===== src/rtl/cpu_execution_muldiv_if.sv =====
// Handshake and result bus between the execution stage and the mul/div unit.
// The pipeline drives the request side (master); the unit drives status and HI/LO (slave).
interface cpu_execution_muldiv_if #(
  parameter int WIDTH = 32
);
  logic             start;
  logic [2:0]       funct;
  logic [WIDTH-1:0] oper_a;
  logic [WIDTH-1:0] oper_b;
  logic             flush;
  logic             busy;
  logic             done;
  logic             badfunct;
  logic [WIDTH-1:0] hi;
  logic [WIDTH-1:0] lo;

  modport master (
    output start, funct, oper_a, oper_b, flush,
    input  busy, done, badfunct, hi, lo
  );

  modport slave (
    input  start, funct, oper_a, oper_b, flush,
    output busy, done, badfunct, hi, lo
  );
endinterface


===== src/rtl/cpu_execution_muldiv.sv =====
// Iterative MIPS mult/div unit owning HI/LO: shift-add multiply, restoring divide, one bit per cycle.
// Optional MULDIV_EARLY_OUT_EN ends a multiply once the remaining multiplier bits are zero.
module cpu_execution_muldiv #(
  parameter int WIDTH = 32,
  parameter int CNT_W = $clog2(WIDTH + 1)
) (
  input logic                   clk_i,
  input logic                   rst_i,
  cpu_execution_muldiv_if.slave md_if
);

  localparam logic [1:0] S_IDLE = 2'd0;
  localparam logic [1:0] S_ITER = 2'd1;
  localparam logic [1:0] S_FIX  = 2'd2;

`ifdef MULDIV_EARLY_OUT_EN
  localparam bit EARLY_OUT = 1'b1;
`else
  localparam bit EARLY_OUT = 1'b0;
`endif

  logic [1:0]         state_q, state_d;
  logic [CNT_W-1:0]   cnt_q, cnt_d;
  logic [2*WIDTH-1:0] prod_q, prod_d;
  logic [2*WIDTH-1:0] mcand_q, mcand_d;
  logic [WIDTH-1:0]   b_q, b_d;
  logic               is_div_q, is_div_d;
  logic               dz_q, dz_d;
  logic               psign_q, psign_d;
  logic               rsign_q, rsign_d;
  logic [WIDTH-1:0]   hi_q, hi_d;
  logic [WIDTH-1:0]   lo_q, lo_d;
  logic               done_q, done_d;
  logic               bad_q, bad_d;
  logic               busy_q;

  logic               a_neg, b_neg;
  logic [WIDTH-1:0]   abs_a, abs_b;
  logic [WIDTH:0]     rem_sh, trial;
  logic [2*WIDTH-1:0] div_next, mul_next, prod_neg;
  logic [WIDTH-1:0]   quo, rem;
  logic               last_iter, mul_stop;

  always_comb begin
    a_neg = ~md_if.funct[0] & md_if.oper_a[WIDTH-1];
    b_neg = ~md_if.funct[0] & md_if.oper_b[WIDTH-1];
    abs_a = a_neg ? -md_if.oper_a : md_if.oper_a;
    abs_b = b_neg ? -md_if.oper_b : md_if.oper_b;
  end

  // Restoring step: {rem, next dividend bit} minus divisor; quotient bits shift in at the bottom.
  assign rem_sh   = prod_q[2*WIDTH-1:WIDTH-1];
  assign trial    = rem_sh - {1'b0, b_q};
  assign div_next = trial[WIDTH] ? {prod_q[2*WIDTH-2:0], 1'b0}
                                 : {trial[WIDTH-1:0], prod_q[WIDTH-2:0], 1'b1};
  assign mul_next  = b_q[0] ? (prod_q + mcand_q) : prod_q;
  assign prod_neg  = -prod_q;
  assign quo       = prod_q[WIDTH-1:0];
  assign rem       = prod_q[2*WIDTH-1:WIDTH];
  assign last_iter = (cnt_q == CNT_W'(WIDTH - 1));
  assign mul_stop  = last_iter || (EARLY_OUT && (b_q[WIDTH-1:1] == '0));

  always_comb begin
    state_d  = state_q;
    cnt_d    = cnt_q;
    prod_d   = prod_q;
    mcand_d  = mcand_q;
    b_d      = b_q;
    is_div_d = is_div_q;
    dz_d     = dz_q;
    psign_d  = psign_q;
    rsign_d  = rsign_q;
    hi_d     = hi_q;
    lo_d     = lo_q;
    done_d   = 1'b0;
    bad_d    = 1'b0;
    case (state_q)
      S_IDLE: begin
        if (md_if.start) begin
          case (md_if.funct)
            3'b000, 3'b001, 3'b010, 3'b011: begin
              state_d  = S_ITER;
              cnt_d    = '0;
              is_div_d = md_if.funct[1];
              dz_d     = md_if.funct[1] && (md_if.oper_b == '0);
              psign_d  = a_neg ^ b_neg;
              rsign_d  = a_neg;
              mcand_d  = {{WIDTH{1'b0}}, abs_a};
              b_d      = abs_b;
              // Divide-by-zero keeps the raw dividend for the HI write.
              if (!md_if.funct[1])
                prod_d = '0;
              else if (md_if.oper_b == '0)
                prod_d = {{WIDTH{1'b0}}, md_if.oper_a};
              else
                prod_d = {{WIDTH{1'b0}}, abs_a};
            end
            3'b100: begin
              hi_d   = md_if.oper_a;
              done_d = 1'b1;
            end
            3'b101: begin
              lo_d   = md_if.oper_a;
              done_d = 1'b1;
            end
            default: bad_d = 1'b1;
          endcase
        end
      end
      S_ITER: begin
        if (dz_q) begin
          hi_d    = prod_q[WIDTH-1:0];
          lo_d    = '1;
          done_d  = 1'b1;
          state_d = S_IDLE;
        end else if (is_div_q) begin
          prod_d = div_next;
          cnt_d  = cnt_q + CNT_W'(1);
          if (last_iter) state_d = S_FIX;
        end else begin
          prod_d  = mul_next;
          mcand_d = mcand_q << 1;
          b_d     = b_q >> 1;
          cnt_d   = cnt_q + CNT_W'(1);
          if (mul_stop) state_d = S_FIX;
        end
      end
      S_FIX: begin
        if (is_div_q) begin
          lo_d = psign_q ? -quo : quo;
          hi_d = rsign_q ? -rem : rem;
        end else begin
          hi_d = psign_q ? prod_neg[2*WIDTH-1:WIDTH] : prod_q[2*WIDTH-1:WIDTH];
          lo_d = psign_q ? prod_neg[WIDTH-1:0] : prod_q[WIDTH-1:0];
        end
        done_d  = 1'b1;
        state_d = S_IDLE;
      end
      default: state_d = S_IDLE;
    endcase
    // Abort overrides everything, including a start presented in the same cycle.
    if (md_if.flush) begin
      state_d = S_IDLE;
      cnt_d   = '0;
      hi_d    = hi_q;
      lo_d    = lo_q;
      done_d  = 1'b0;
      bad_d   = 1'b0;
    end
  end

  always_ff @(posedge clk_i) begin
    if (rst_i) begin
      state_q  <= S_IDLE;
      cnt_q    <= '0;
      prod_q   <= '0;
      mcand_q  <= '0;
      b_q      <= '0;
      is_div_q <= 1'b0;
      dz_q     <= 1'b0;
      psign_q  <= 1'b0;
      rsign_q  <= 1'b0;
      hi_q     <= '0;
      lo_q     <= '0;
      done_q   <= 1'b0;
      bad_q    <= 1'b0;
      busy_q   <= 1'b0;
    end else begin
      state_q  <= state_d;
      cnt_q    <= cnt_d;
      prod_q   <= prod_d;
      mcand_q  <= mcand_d;
      b_q      <= b_d;
      is_div_q <= is_div_d;
      dz_q     <= dz_d;
      psign_q  <= psign_d;
      rsign_q  <= rsign_d;
      hi_q     <= hi_d;
      lo_q     <= lo_d;
      done_q   <= done_d;
      bad_q    <= bad_d;
      busy_q   <= (state_d != S_IDLE);
    end
  end

  assign md_if.busy     = busy_q;
  assign md_if.done     = done_q;
  assign md_if.badfunct = bad_q;
  assign md_if.hi       = hi_q;
  assign md_if.lo       = lo_q;

endmodule


===== src/flat_wrapper.sv =====
// flat-port wrapper written by rule: the top's interface ports become plain ports
module cpu_execution_muldiv_flat 
#(
  parameter int WIDTH = 32,
  parameter int CNT_W = $clog2(WIDTH + 1)
)
  (clk_i, rst_i, md_if_start, md_if_funct, md_if_oper_a, md_if_oper_b, md_if_flush, md_if_busy, md_if_done, md_if_badfunct, md_if_hi, md_if_lo);
  cpu_execution_muldiv_if #(.WIDTH(WIDTH)) md_if_i ();
  input logic clk_i;
  input logic rst_i;
  input wire logic [$bits(md_if_i.start)-1:0] md_if_start;
  input wire logic [$bits(md_if_i.funct)-1:0] md_if_funct;
  input wire logic [$bits(md_if_i.oper_a)-1:0] md_if_oper_a;
  input wire logic [$bits(md_if_i.oper_b)-1:0] md_if_oper_b;
  input wire logic [$bits(md_if_i.flush)-1:0] md_if_flush;
  output wire logic [$bits(md_if_i.busy)-1:0] md_if_busy;
  output wire logic [$bits(md_if_i.done)-1:0] md_if_done;
  output wire logic [$bits(md_if_i.badfunct)-1:0] md_if_badfunct;
  output wire logic [$bits(md_if_i.hi)-1:0] md_if_hi;
  output wire logic [$bits(md_if_i.lo)-1:0] md_if_lo;
  assign md_if_i.start = md_if_start;
  assign md_if_i.funct = md_if_funct;
  assign md_if_i.oper_a = md_if_oper_a;
  assign md_if_i.oper_b = md_if_oper_b;
  assign md_if_i.flush = md_if_flush;
  assign md_if_busy = md_if_i.busy;
  assign md_if_done = md_if_i.done;
  assign md_if_badfunct = md_if_i.badfunct;
  assign md_if_hi = md_if_i.hi;
  assign md_if_lo = md_if_i.lo;
  cpu_execution_muldiv #(.WIDTH(WIDTH), .CNT_W(CNT_W)) u_core (.clk_i(clk_i), .rst_i(rst_i), .md_if(md_if_i));
endmodule

===== config.mk =====
export PLATFORM = sky130hd
export DESIGN_NAME = cpu_execution_muldiv_flat
export DESIGN_NICKNAME = d
export VERILOG_FILES = /design/src/rtl/cpu_execution_muldiv_if.sv /design/src/rtl/cpu_execution_muldiv.sv /design/src/flat_wrapper.sv
export SDC_FILE = /design/constraint.sdc
export NUM_CORES = 1
export LEC_CHECK = 0
export ABC_AREA = 0
export BUFFER_PORTS_ARGS = -buffer_cell sky130_fd_sc_hd__buf_2
export CORE_UTILIZATION = 43
export CTS_BUF_LIST = sky130_fd_sc_hd__clkbuf_16
export CTS_CLUSTER_DIAMETER = 30
export DETAILED_ROUTE_END_ITERATION = 16
export GPL_TIMING_DRIVEN = 0
export HOLD_SLACK_MARGIN = 0.12
export PLACE_DENSITY = 0.64
export SYNTH_ARGS = -nofsm -noshare
export SYNTH_HDL_FRONTEND = slang
export SYNTH_SLANG_ARGS = --single-unit
export TNS_END_PERCENT = 5

===== constraint.sdc =====
create_clock -name clk_i -period 4.98 [get_ports clk_i]
set_input_delay 0.249 -clock clk_i [delete_from_list [all_inputs] [get_ports clk_i]]
set_output_delay 0.249 -clock clk_i [all_outputs]
set_load 0.02 [all_outputs]

Word level (Yosys, flattened, before mapping)
Cells that the tools add are included.
- input bits: 71
- bits in registers: 239
- reduce and logical (&&, ||, !) cells: 18
- muxes and demuxes: 50
- add/subtract/negate cells: 8
- bitwise gates (word level): 7
- equality and inequality tests: 16
- operator list (operator ; count):
    $mux W64 ; 11
    $mux W32 ; 19
    $pmux W64 S2 ; 2
    $pmux W32 S3 ; 2
    $neg A32 Y32 ; 4
    $add A64 B64 Y64 ; 1
    $neg A64 Y64 ; 1
    $pmux W32 S2 ; 1
    $sub A33 B32 Y33 ; 1
    $logic_not A32 Y1 ; 1
    $reduce_and A5 Y1 ; 4
    $mux W6 ; 3
    $ne A2 B2 Y1 const B ; 6
    $pmux W6 S2 ; 1
    $mux W2 ; 5
    $reduce_or A4 Y1 ; 2
    $add A6 B1 Y6 const B ; 1
    $eq A3 B2 Y1 const B ; 2
    $eq A3 B3 Y1 const B ; 2
    $eq A6 B5 Y1 const B ; 1
    $reduce_or A6 Y1 ; 1
    $mux W1 ; 4
    $not A1 Y1 ; 4
    $pmux W2 S2 ; 1
    other kinds (16) ; 19

Longest topological paths before layout
Gate-level depths: netlist of the first run.
- word-level depth: 8
- gate-level depth with buffers: 15
- depth with buffers taken out: 14

Worst setup path before layout of the first run
Ideal clock, no wire load.
- path type: flip-flop to flip-flop
- start point: register u_core.prod_q[22]
- end point: register u_core.prod_q[62]
- data required time: 4.848 ns
- arrival: 3.133 ns
- cell stages (with the launch flop): 14
- setup slack: 1.715 ns
- path through: dfxtp_1 -> ha_1 -> buf_2 -> and4_1 -> nand3_1 -> or4_1 -> o21ai_1 -> a31oi_1 -> a2111oi_2 -> o22a_2 -> a31oi_2 -> o41ai_2 -> mux2i_1 -> o211ai_1
- longest elaborated chain between the ends: 5
- ends and longest elaborated chain (item ; line ; text):
    start, declared ; cpu_execution_muldiv.sv:24 ; logic [2*WIDTH-1:0] prod_q, prod_d;
    start signal, assigned ; cpu_execution_muldiv.sv:171 ; prod_q <= prod_d;
    $add A64 B64 Y64 ; cpu_execution_muldiv.sv:56 ; assign mul_next = b_q[0] ? (prod_q + mcand_q) : prod_q;
    $mux W64 ; cpu_execution_muldiv.sv:56 ;
    $mux W64 ; cpu_execution_muldiv.sv:116 ; end else if (is_div_q) begin
    $mux W64 ; cpu_execution_muldiv.sv:111 ; if (dz_q) begin
    $pmux W64 S2 ; cpu_execution_muldiv.sv:77 ; case (state_q)
Every way passes these cells. The select of a mux whose other input is x is not followed.
A chain may end at the register's enable or synchronous reset.

Final worst setup path of the first run
- start point: register u_core.prod_q[0]
- end point: register u_core.prod_q[40]
The elaborated chain is that of the path after synthesis.

==> flow_summary.toml, run 1 <==
[outcome]
status = "finished, final reports clean"

[clocking]
cts_tree = "yes"
h-tree-depth = 3
post_cts_buffers = 0
clock_path_buffers = 3
cts_root_buf = "clkbuf_16"
numCtsBuffers = 71
insertion_delay_ns = 0.62
clk_pin_slew_ns = 0.05
cts_sinks = 239

[drt]
num_vias = 22640
wl_per_cell_um = 24.51
firstDrtPassIters = 6
drc = 0
wl_um = 90130
vias_per_cell = 6.157
drt-initial-drc-count = 2236
drtAntennaViolNets = 0

[power_and_ir_drop]
leakage_uw = 0.009608
power.density_mw_per_mm2 = 330.4
peakVddDrop_v = 0.0002492

[sta]
tightest_slew_ns = 1.249
rsz0062_at_grt = "no"
fin_crit_ns = 4.433
setup-violations-final = 0
hold_slack_ns = 0.1445
finClkSkew_ns = 0.02131
final.period_utilization_pct = 89.02
slew_headroom_pct = 16.75
drv_slew = 0
fmax_mhz = 225.6
finalSetupTns_ns = 0
hold_viol_final = 0

[yosys]
async_flop_share_pct = 0
synthXorXnorAreaFrac_pct = 10.40
synthMuxAreaShare_pct = 1.795
synthAdderAreaFrac_pct = 6.775
ys_types = 85
synthSimpleGateAreaFrac_pct = 23.72
ys.flop_type = "dfxtp_1"
yosysSeqAreaShare_pct = 24.17
synth_area_mm2 = 0.01980
synth_compound_area_share_pct = 27.92
yosys_register_bits = 239
synth_nets = 2972
syn_area_per_cell_um2 = 7.083
syn_inst = 2795
synth_edf_count = 0
synth_warnings = 0
synth_top_family_by_area = "compound AO/OA/AOI/OAI gates"

[cells_and_area]
final_common_cell = "nand2_1"
layout_common_cells = "379 x nand2_1, 316 x a21oi_1, 313 x nor2_1"
drive_above_1_share_pct = 9.168
area.growth.synth_to_final_pct = 19.77
fin_area_mm2 = 0.02371
nets = 3198
fin_cells = 3677

[die]
dieHeight_um = 216.6
initial_core_util_pct = 43.62
ios = 138
core_mm2 = 0.04538
rows = 78
dieArea_mm2 = 0.04690
fp.dieW_um = 216.6

[flow_run]
cap_violations = 0

[worst_setup_path]
critical_path.max_fanout = 7
arrival_ns = 4.88
end_kind = "flip-flop"
setup.worst_path.class = "flip-flop to flip-flop"
start_kind = "flip-flop"
required_ns = 5.43

[global_route]
track_usage_pct = 37.66
grt.overflow.total = 0
grt_max_degree = 11
gr-usage-met3_pct = 7.340
grt_pass1_vias = 21370
met2_usage_pct = 60.12
top_usage_layer = "met2"
grt_pass1_wl_um = 133000
use_met1_pct = 46.26
grt_antenna_before_repair = 5

[placed_design]
routabilityCongestion = 0.9937
hpwl_um = 70710
dpl.cell_count = 3524
io_buffers = 129
place_area_mm2 = 0.02119

[worst_hold_path]
hold_class = "primary input to flip-flop"
==> metal layers <==
layer  routed length, um  up-vias
met5                  24        -
met4                6099        4
met3                7339      300
met2               40160     1154
met1               36510    10720
li1                    -    10460
==> cell families after synthesis <==
kind of cell               after synthesis
muxes                                   35
buffers and inverters                  268
and+or+nand+nor                       1031
xor gates and xnor gates               235
AOI/OAI and AO/OA                      881
DFF                                    239
adders and majority gates              106
==> layout make-up <==
type | instances | area, um2
flip-flops and latches | 239 | 4785
diodes | 1 | 2.502
clock inverters | 56 | 473.0
plain buffers | 192 | 748.2
clock buffers | 72 | 1802
repair buffers | 153 | 885.9
well taps | 600 | 750.7
fillers | 4655 | 21670
multi-input cells | 2288 | 13980
inverters | 76 | 285.3
==> through the flow <==
step	setup slack, ns	util (%)	power, uW
6_report	0.5469	52.25	7834
3_3_place_gp	0.6948	46.70	3454
4_1_cts	0.6263	52.24	7821
3_5_place_dp	0.6905	46.70	3467
5_1_grt	0.3406	52.24	8077
2_1_floorplan	1.715	-	2997
==> worst paths after layout <==
path	startpoint	to	slack, ns	cells after the start
worst max-delay path	u_core.prod_q[0]	u_core.prod_q[40]	0.55	13
worst min-delay path	md_if_oper_a[15]	u_core.md_if.hi[15]	0.14	3
worst max register to register	u_core.prod_q[0]	u_core.prod_q[40]	0.55	13
worst min register to register	u_core.b_q[16]	u_core.b_q[16]	0.45	2
==> sequential cells by signal (all words and copies together), names as in the netlist <==
signal and flops:
u_core.b_q 32, u_core.cnt_q 6, u_core.dz_q 1, u_core.is_div_q 1
u_core.mcand_q 64, u_core.md_if.badfunct 1, u_core.md_if.busy 1, u_core.md_if.done 1
u_core.md_if.hi 32, u_core.md_if.lo 32, u_core.prod_q 64, u_core.psign_q 1
u_core.rsign_q 1, u_core.state_q 2
==> repair_timing <==
action	in CTS	in global routing
setup endpoints to repair	0	0
hold buffers	24	0
resized for setup	0	0
hold endpoints to repair	28	0
==> where the power goes <==
group	total (uW)	internal, uW	switching [uW]
registers	2100	2000	101
clock network	4340	2920	1420
logic	1400	477	922
==> synth_stat cells (9+ instances only) <==
cell | n | share of area, %
o31ai_1 | 18 | 0.68
a21oi_1 | 316 | 8.0
a21o_1 | 69 | 2.6
o211ai_1 | 20 | 0.76
nor4_1 | 15 | 0.47
xor2_1 | 87 | 3.8
nor2b_1 | 21 | 0.66
a221oi_1 | 30 | 1.3
o21ai_0 | 193 | 4.9
xnor2_1 | 148 | 6.5
a211oi_1 | 24 | 0.91
nand3_1 | 55 | 1.4
or4_1 | 15 | 0.57
o21a_1 | 12 | 0.46
nand2b_1 | 26 | 0.82
or2_2 | 9 | 0.28
nor3_1 | 100 | 2.5
nor2_1 | 313 | 5.9
buf_2 | 9 | 0.23
ha_1 | 104 | 6.6
and2_1 | 10 | 0.32
nand2_1 | 379 | 7.2
o41ai_1 | 13 | 0.58
a311oi_1 | 25 | 1.1
nand4_1 | 19 | 0.60
o21bai_1 | 19 | 0.72
buf_1 | 19 | 0.36
mux2i_1 | 31 | 1.6
clkbuf_1 | 161 | 3.1
or3_1 | 18 | 0.57
a22oi_1 | 50 | 1.9
dfxtp_1 | 239 | 24
a31oi_1 | 15 | 0.47
inv_1 | 75 | 1.4
and3_1 | 15 | 0.47
nor3b_1 | 9 | 0.34
==> worst max-delay path, stage by stage, from the launching register on <==
cell	delay [ns]
dfxtp_1	0.38
ha_1	0.27
fa_1	0.47
a211oi_1	0.33
o211ai_1	0.26
nand3_1	0.22
o21ai_0	0.19
a21oi_1	0.45
o31ai_1	0.22
a221o_1	0.41
a221oi_1	0.51
o31ai_1	0.15
xnor2_1	0.21
o221ai_1	0.17
(Power assumes the default switching activity.)
==> inputs of run 2 (changes only) <==
- CORE_UTILIZATION: 43 -> 31
- PLACE_DENSITY: 0.64 -> 0.52
==> run 2 against run 1 <==
Power is 0.50% lower. Routed wire length is 2.9% higher. Largest cell class unchanged. Fmax hardly changed. Highest routed layer unchanged. Clock skew is 0.0037 ns higher. Die area is 38% higher. Largest power group unchanged. Final cell count is 6.5% higher.
==> flow_summary.toml, run 2 (same netlist as run 1, synthesis figures left out) <==
[sta]
finClkSkew_ns = 0.02502
rsz0062_at_grt = "no"
finalSetupTns_ns = 0
fmax_mhz = 225.4
setup_ws_ns = 0.5438
drv_slew = 0
slew_headroom_pct = 12.82
fin_crit_ns = 4.436
hold_viol_final = 0
final.period_utilization_pct = 89.08
setup-violations-final = 0
tightest_slew_ns = 1.296

[die]
fp.dieW_um = 254.7
dieHeight_um = 254.7
core_mm2 = 0.06308
dieArea_mm2 = 0.06487
ios = 138
rows = 92
initial_core_util_pct = 31.38

[drt]
drt-initial-drc-count = 2254
wl_met2_um = 40430
num_vias = 22400
vias_per_cell = 5.718
firstDrtPassIters = 5
drtAntennaViolNets = 0
wl_met3_um = 7575
drc = 0
wl_um = 92710
wl_per_cell_um = 23.67
top_layer = "met5"
wl_met1_um = 39650

[global_route]
grt_pass1_vias = 21070
grt_max_degree = 11
track_usage_pct = 28.19
grt_pass1_wl_um = 136400
grt.overflow.total = 0
grt_antenna_before_repair = 1

[cells_and_area]
multiInputGateArea_mm2 = 0.01398
layout_common_cells = "379 x nand2_1, 316 x a21oi_1, 313 x nor2_1"
regArea_mm2 = 0.004785
area.growth.synth_to_final_pct = 21.09
diodes = 0
final.fill_count = 6972
fin_area_mm2 = 0.02397
final_common_cell = "nand2_1"
nets = 3197
drive_above_1_share_pct = 9.020
reg_top3 = "u_core.mcand_q: 64 flops, u_core.prod_q: 64 flops"

[power_and_ir_drop]
power_uw = 7795
power.density_mw_per_mm2 = 325.2
peakVddDrop_v = 0.0002373
leakage_uw = 0.009611

[clocking]
cts_sinks = 239
insertion_delay_ns = 0.62
h-tree-depth = 3
post_cts_buffers = 0
cts_root_buf = "clkbuf_16"
cts_resized = 0
clock_path_buffers = 3
cts_tree = "yes"
clk_pin_slew_ns = 0.04
numCtsBuffers = 74

[worst_setup_path]
timing.rr.start = "u_core.prod_q[31]"
rrSetupSlack_ns = 0.54
arrival_ns = 4.92
required_ns = 5.46
crit_family = "compound AO/OA/AOI/OAI gates"
path_cells = "inv_1, ha_1, fa_1, nand2b_1, a21oi_1, o2111ai_1, a21oi_1, o21ai_0, a21o_1, o311ai_2, buf_2, mux2i_1, o21ai_0, and2_1"
cp_slowest_cell = "dfxtp_1"
critical_path.max_fanout = 10
end_kind = "flip-flop"
crit_buf_inv = 2
setup.worst_path.class = "flip-flop to flip-flop"
slowest_delay_ns = 0.62
start_kind = "flip-flop"
r2r_cells = 14
reg2reg_to = "u_core.prod_q[43]"

[worst_hold_path]
hold_start = "md_if_oper_b[10]"
hold_end = "u_core.b_q[10]"
whs_path_depth = 5
hold_class = "primary input to flip-flop"

[outcome]
status = "finished, final reports clean"

[placed_design]
io_buffers = 129
routabilityCongestion = 1.012
hpwl_um = 72240
place_area_mm2 = 0.02150
place_ws_ns = 0.6997

[flow_run]
cap_violations = 0
==> run 2: worst min-delay path, cell delays in order <==
cell and delay (ns):
buf_2 0.12, xnor2_1 0.13, o21ai_0 0.07, nand2_1 0.06
a21oi_1 0.05
==> run 2: report_power, final <==
group	internal (uW)	total [uW]	leakage (uW)	switching, uW
registers	2000	2100	0.00194	99.7
clock network	2910	4300	0.00117	1390
logic	476	1400	0.00650	925
total	5380	7790	0.00961	2410
==> run 2: repair_timing <==
action	in CTS	in global routing
hold endpoints to repair	24	0
endpoints found under the setup margin	0	0
hold buffers	20	0
==> run 2: through the flow <==
stage / cells / hold WS [ns] / utilization (%)
4_1_cts: 3917 / 0.1232 / 38.00
6_report: 3917 / 0.1345 / 38.00
3_5_place_dp: 3770 / 0.4485 / 34.08
3_3_place_gp: 3770 / 0.4456 / 34.08
5_1_grt: 3917 / 0.1574 / 38.00
2_1_floorplan: 2795 / 0.3283 / -
==> run 2: area by class of cell <==
cell class / count / area share, %
buffer: 192 / 3.121
sequential: 239 / 19.96
timing repair buffer: 149 / 3.528
clock buffer: 76 / 7.934
inverter: 76 / 1.190
multi-input combinational: 2288 / 58.31
clock inverter: 51 / 1.540
tap: 846 / 4.416
==> run 2: how the worst max path moves through the flow <==
stage | slack (ns) | to | startpoint | depth (start not counted)
final | 0.54 | u_core.prod_q[43] | u_core.prod_q[31] | 14
after global routing | 0.36 | u_core.prod_q[43] | u_core.prod_q[31] | 14
after CTS | 0.70 | u_core.prod_q[62] | u_core.prod_q[37] | 12
after detailed placement | 0.70 | u_core.prod_q[62] | u_core.prod_q[37] | 12
after global placement | 0.71 | u_core.prod_q[62] | u_core.prod_q[37] | 12
after floorplan | 1.71 | u_core.prod_q[62] | u_core.prod_q[22] | 13
==> run 2: metal layers <==
layer  vias to the layer above  GRT usage, %
met5                         -             0
met4                         2         14.58
met3                       251         5.236
met2                      1049         43.73
met1                     10600         37.03
li1                      10500             -
==> inputs of run 3 (changes only) <==
- REMOVE_ABC_BUFFERS: default -> 1
==> run 3 against run 2 <==
Power up 4.1%. Via count down 5.9%. Largest power group unchanged. Combinational power down 8%. Fmax down 3.9%. Clock power up 9.5%. Critical path type unchanged. Sequential cell count unchanged. Critical path depth up 1. Clock-buffer cell count up 2. Die area unchanged.
==> flow_summary.toml, run 3 (same netlist as run 1, synthesis figures left out) <==
[drt]
drc = 0
vias_per_cell = 5.573
firstDrtPassIters = 5
num_vias = 21080
wl_um = 76470
wl_per_cell_um = 20.22
drtAntennaViolNets = 0
drt-initial-drc-count = 1672

[power_and_ir_drop]
leakage_uw = 0.009761
power.density_mw_per_mm2 = 335.4
peakVddDrop_v = 0.0002537

[sta]
hold_viol_final = 0
fmax_mhz = 216.7
slew_headroom_pct = 8.595
rsz0062_at_grt = "no"
tightest_slew_ns = 1.368
finClkSkew_ns = 0.03703
fin_crit_ns = 4.615
drv_slew = 0
final.period_utilization_pct = 92.67
setup-violations-final = 0

[clocking]
cts_tree = "yes"
clk_pin_slew_ns = 0.04
cts_resized = 0
cts_root_buf = "clkbuf_16"
clock_path_buffers = 3
cts_sinks = 239
numCtsBuffers = 77
h-tree-depth = 3
insertion_delay_ns = 0.63

[worst_setup_path]
arrival_ns = 5.08
required_ns = 5.45
path_cells = "inv_1, fa_1, nand2b_1, a21oi_1, o2111ai_1, a21oi_1, o21ai_0, a21o_1, o311ai_4, buf_16, buf_8, mux2i_1, nor2_1, a221oi_1, nor2_1"
start_kind = "flip-flop"
slowest_delay_ns = 0.67
setup.worst_path.class = "flip-flop to flip-flop"
reg2reg_to = "u_core.prod_q[37]"
r2r_cells = 15
rrSetupSlack_ns = 0.36
end_kind = "flip-flop"
critical_path.max_fanout = 17
cp_slowest_cell = "dfxtp_1"
timing.rr.start = "u_core.prod_q[32]"

[cells_and_area]
drive_above_1_share_pct = 11.00
final_common_cell = "nand2_1"
layout_common_cells = "379 x nand2_1, 315 x a21oi_1, 309 x nor2_1"
diodes = 0
fin_area_mm2 = 0.02420
reg_top3 = "u_core.mcand_q: 64 flops, u_core.prod_q: 64 flops"
area.growth.synth_to_final_pct = 22.25
fin_cells = 3782
final.fill_count = 6680
nets = 3051

[placed_design]
io_buffers = 137
hpwl_um = 56260
place_area_mm2 = 0.02132
dpl.cell_count = 3606
routabilityCongestion = 1.006

[global_route]
track_usage_pct = 23.06
grt_max_degree = 114
grt.overflow.total = 0
grt_antenna_before_repair = 0
grt_pass1_wl_um = 116300
grt_pass1_vias = 19810

[die]
fp.dieW_um = 254.7
ios = 138
dieArea_mm2 = 0.06487
initial_core_util_pct = 31.38
dieHeight_um = 254.7
core_mm2 = 0.06308
rows = 92

[worst_hold_path]
hold_class = "primary input to flip-flop"
whs_path_depth = 5
hold_end = "u_core.b_q[13]"
hold_start = "md_if_oper_b[13]"

[flow_run]
cap_violations = 0

[outcome]
status = "finished, final reports clean"
## run 3: cell type report
cell class	instances	area [um2]	area share (%)
multi-input cells	2288	14070	58.15
flip-flops and latches	239	4790	19.79
inverters	76	285.3	1.179
repair buffers	192	1461	6.039
well taps	846	1059	4.374
clock buffers	78	1952	8.065
clock inverters	63	580.6	2.399
## run 3: how the worst max path moves through the flow
stage,cells past startpoint,to,slack (ns),start
after CTS,15,u_core.prod_q[37],0.41,u_core.prod_q[32]
after global placement,6,u_core.b_q[29],-8.97,u_core.state_q[1]
after global routing,15,u_core.prod_q[38],0.20,u_core.prod_q[32]
after floorplan,9,u_core.b_q[25],-1.97,u_core.state_q[1]
final,15,u_core.prod_q[37],0.36,u_core.prod_q[32]
after detailed placement,15,u_core.prod_q[37],0.44,u_core.prod_q[32]
## run 3: metal layers
metal,wire (um),global-route usage (%)
met4,2949,9.991
met1,34520,30.38
met5,0,0
met3,4774,3.858
met2,34230,36.85
## run 3: critical path, delay by kind of cell (launching register included)
kind | cells | cell delay, ns
muxes | 1 | 0.30
AOI/OAI and AO/OA | 7 | 1.81
buffers and inverters | 3 | 0.84
DFF | 1 | 0.67
and+or+nand+nor | 3 | 0.33
adders and majority gates | 1 | 0.51
## run 3: stage by stage
step / TNS [ns] / total power (uW) / utilization, % / setup WS, ns / hold slack [ns]
2_1_floorplan: -246.80 / 2947 / - / -1.967 / 0.3181
3_3_place_gp: -1278.17 / 3359 / 32.96 / -8.971 / 0.4440
6_report: 0 / 8117 / 38.36 / 0.3648 / 0.1520
5_1_grt: 0 / 8426 / 38.36 / 0.1995 / 0.1533
3_5_place_dp: 0 / 3394 / 33.79 / 0.4438 / 0.4470
4_1_cts: 0 / 8165 / 38.36 / 0.4128 / 0.1215
## run 3: timing repair
item | in CTS | in global routing
hold buffers | 35 | 0
buffers inserted | 0 | 0
hold endpoints to repair | 37 | 0
## run 3: power by group
group	switching, uW	total, uW	internal [uW]
combinational	791	1290	498
sequential	118	2120	2000
clock	1480	4710	3240
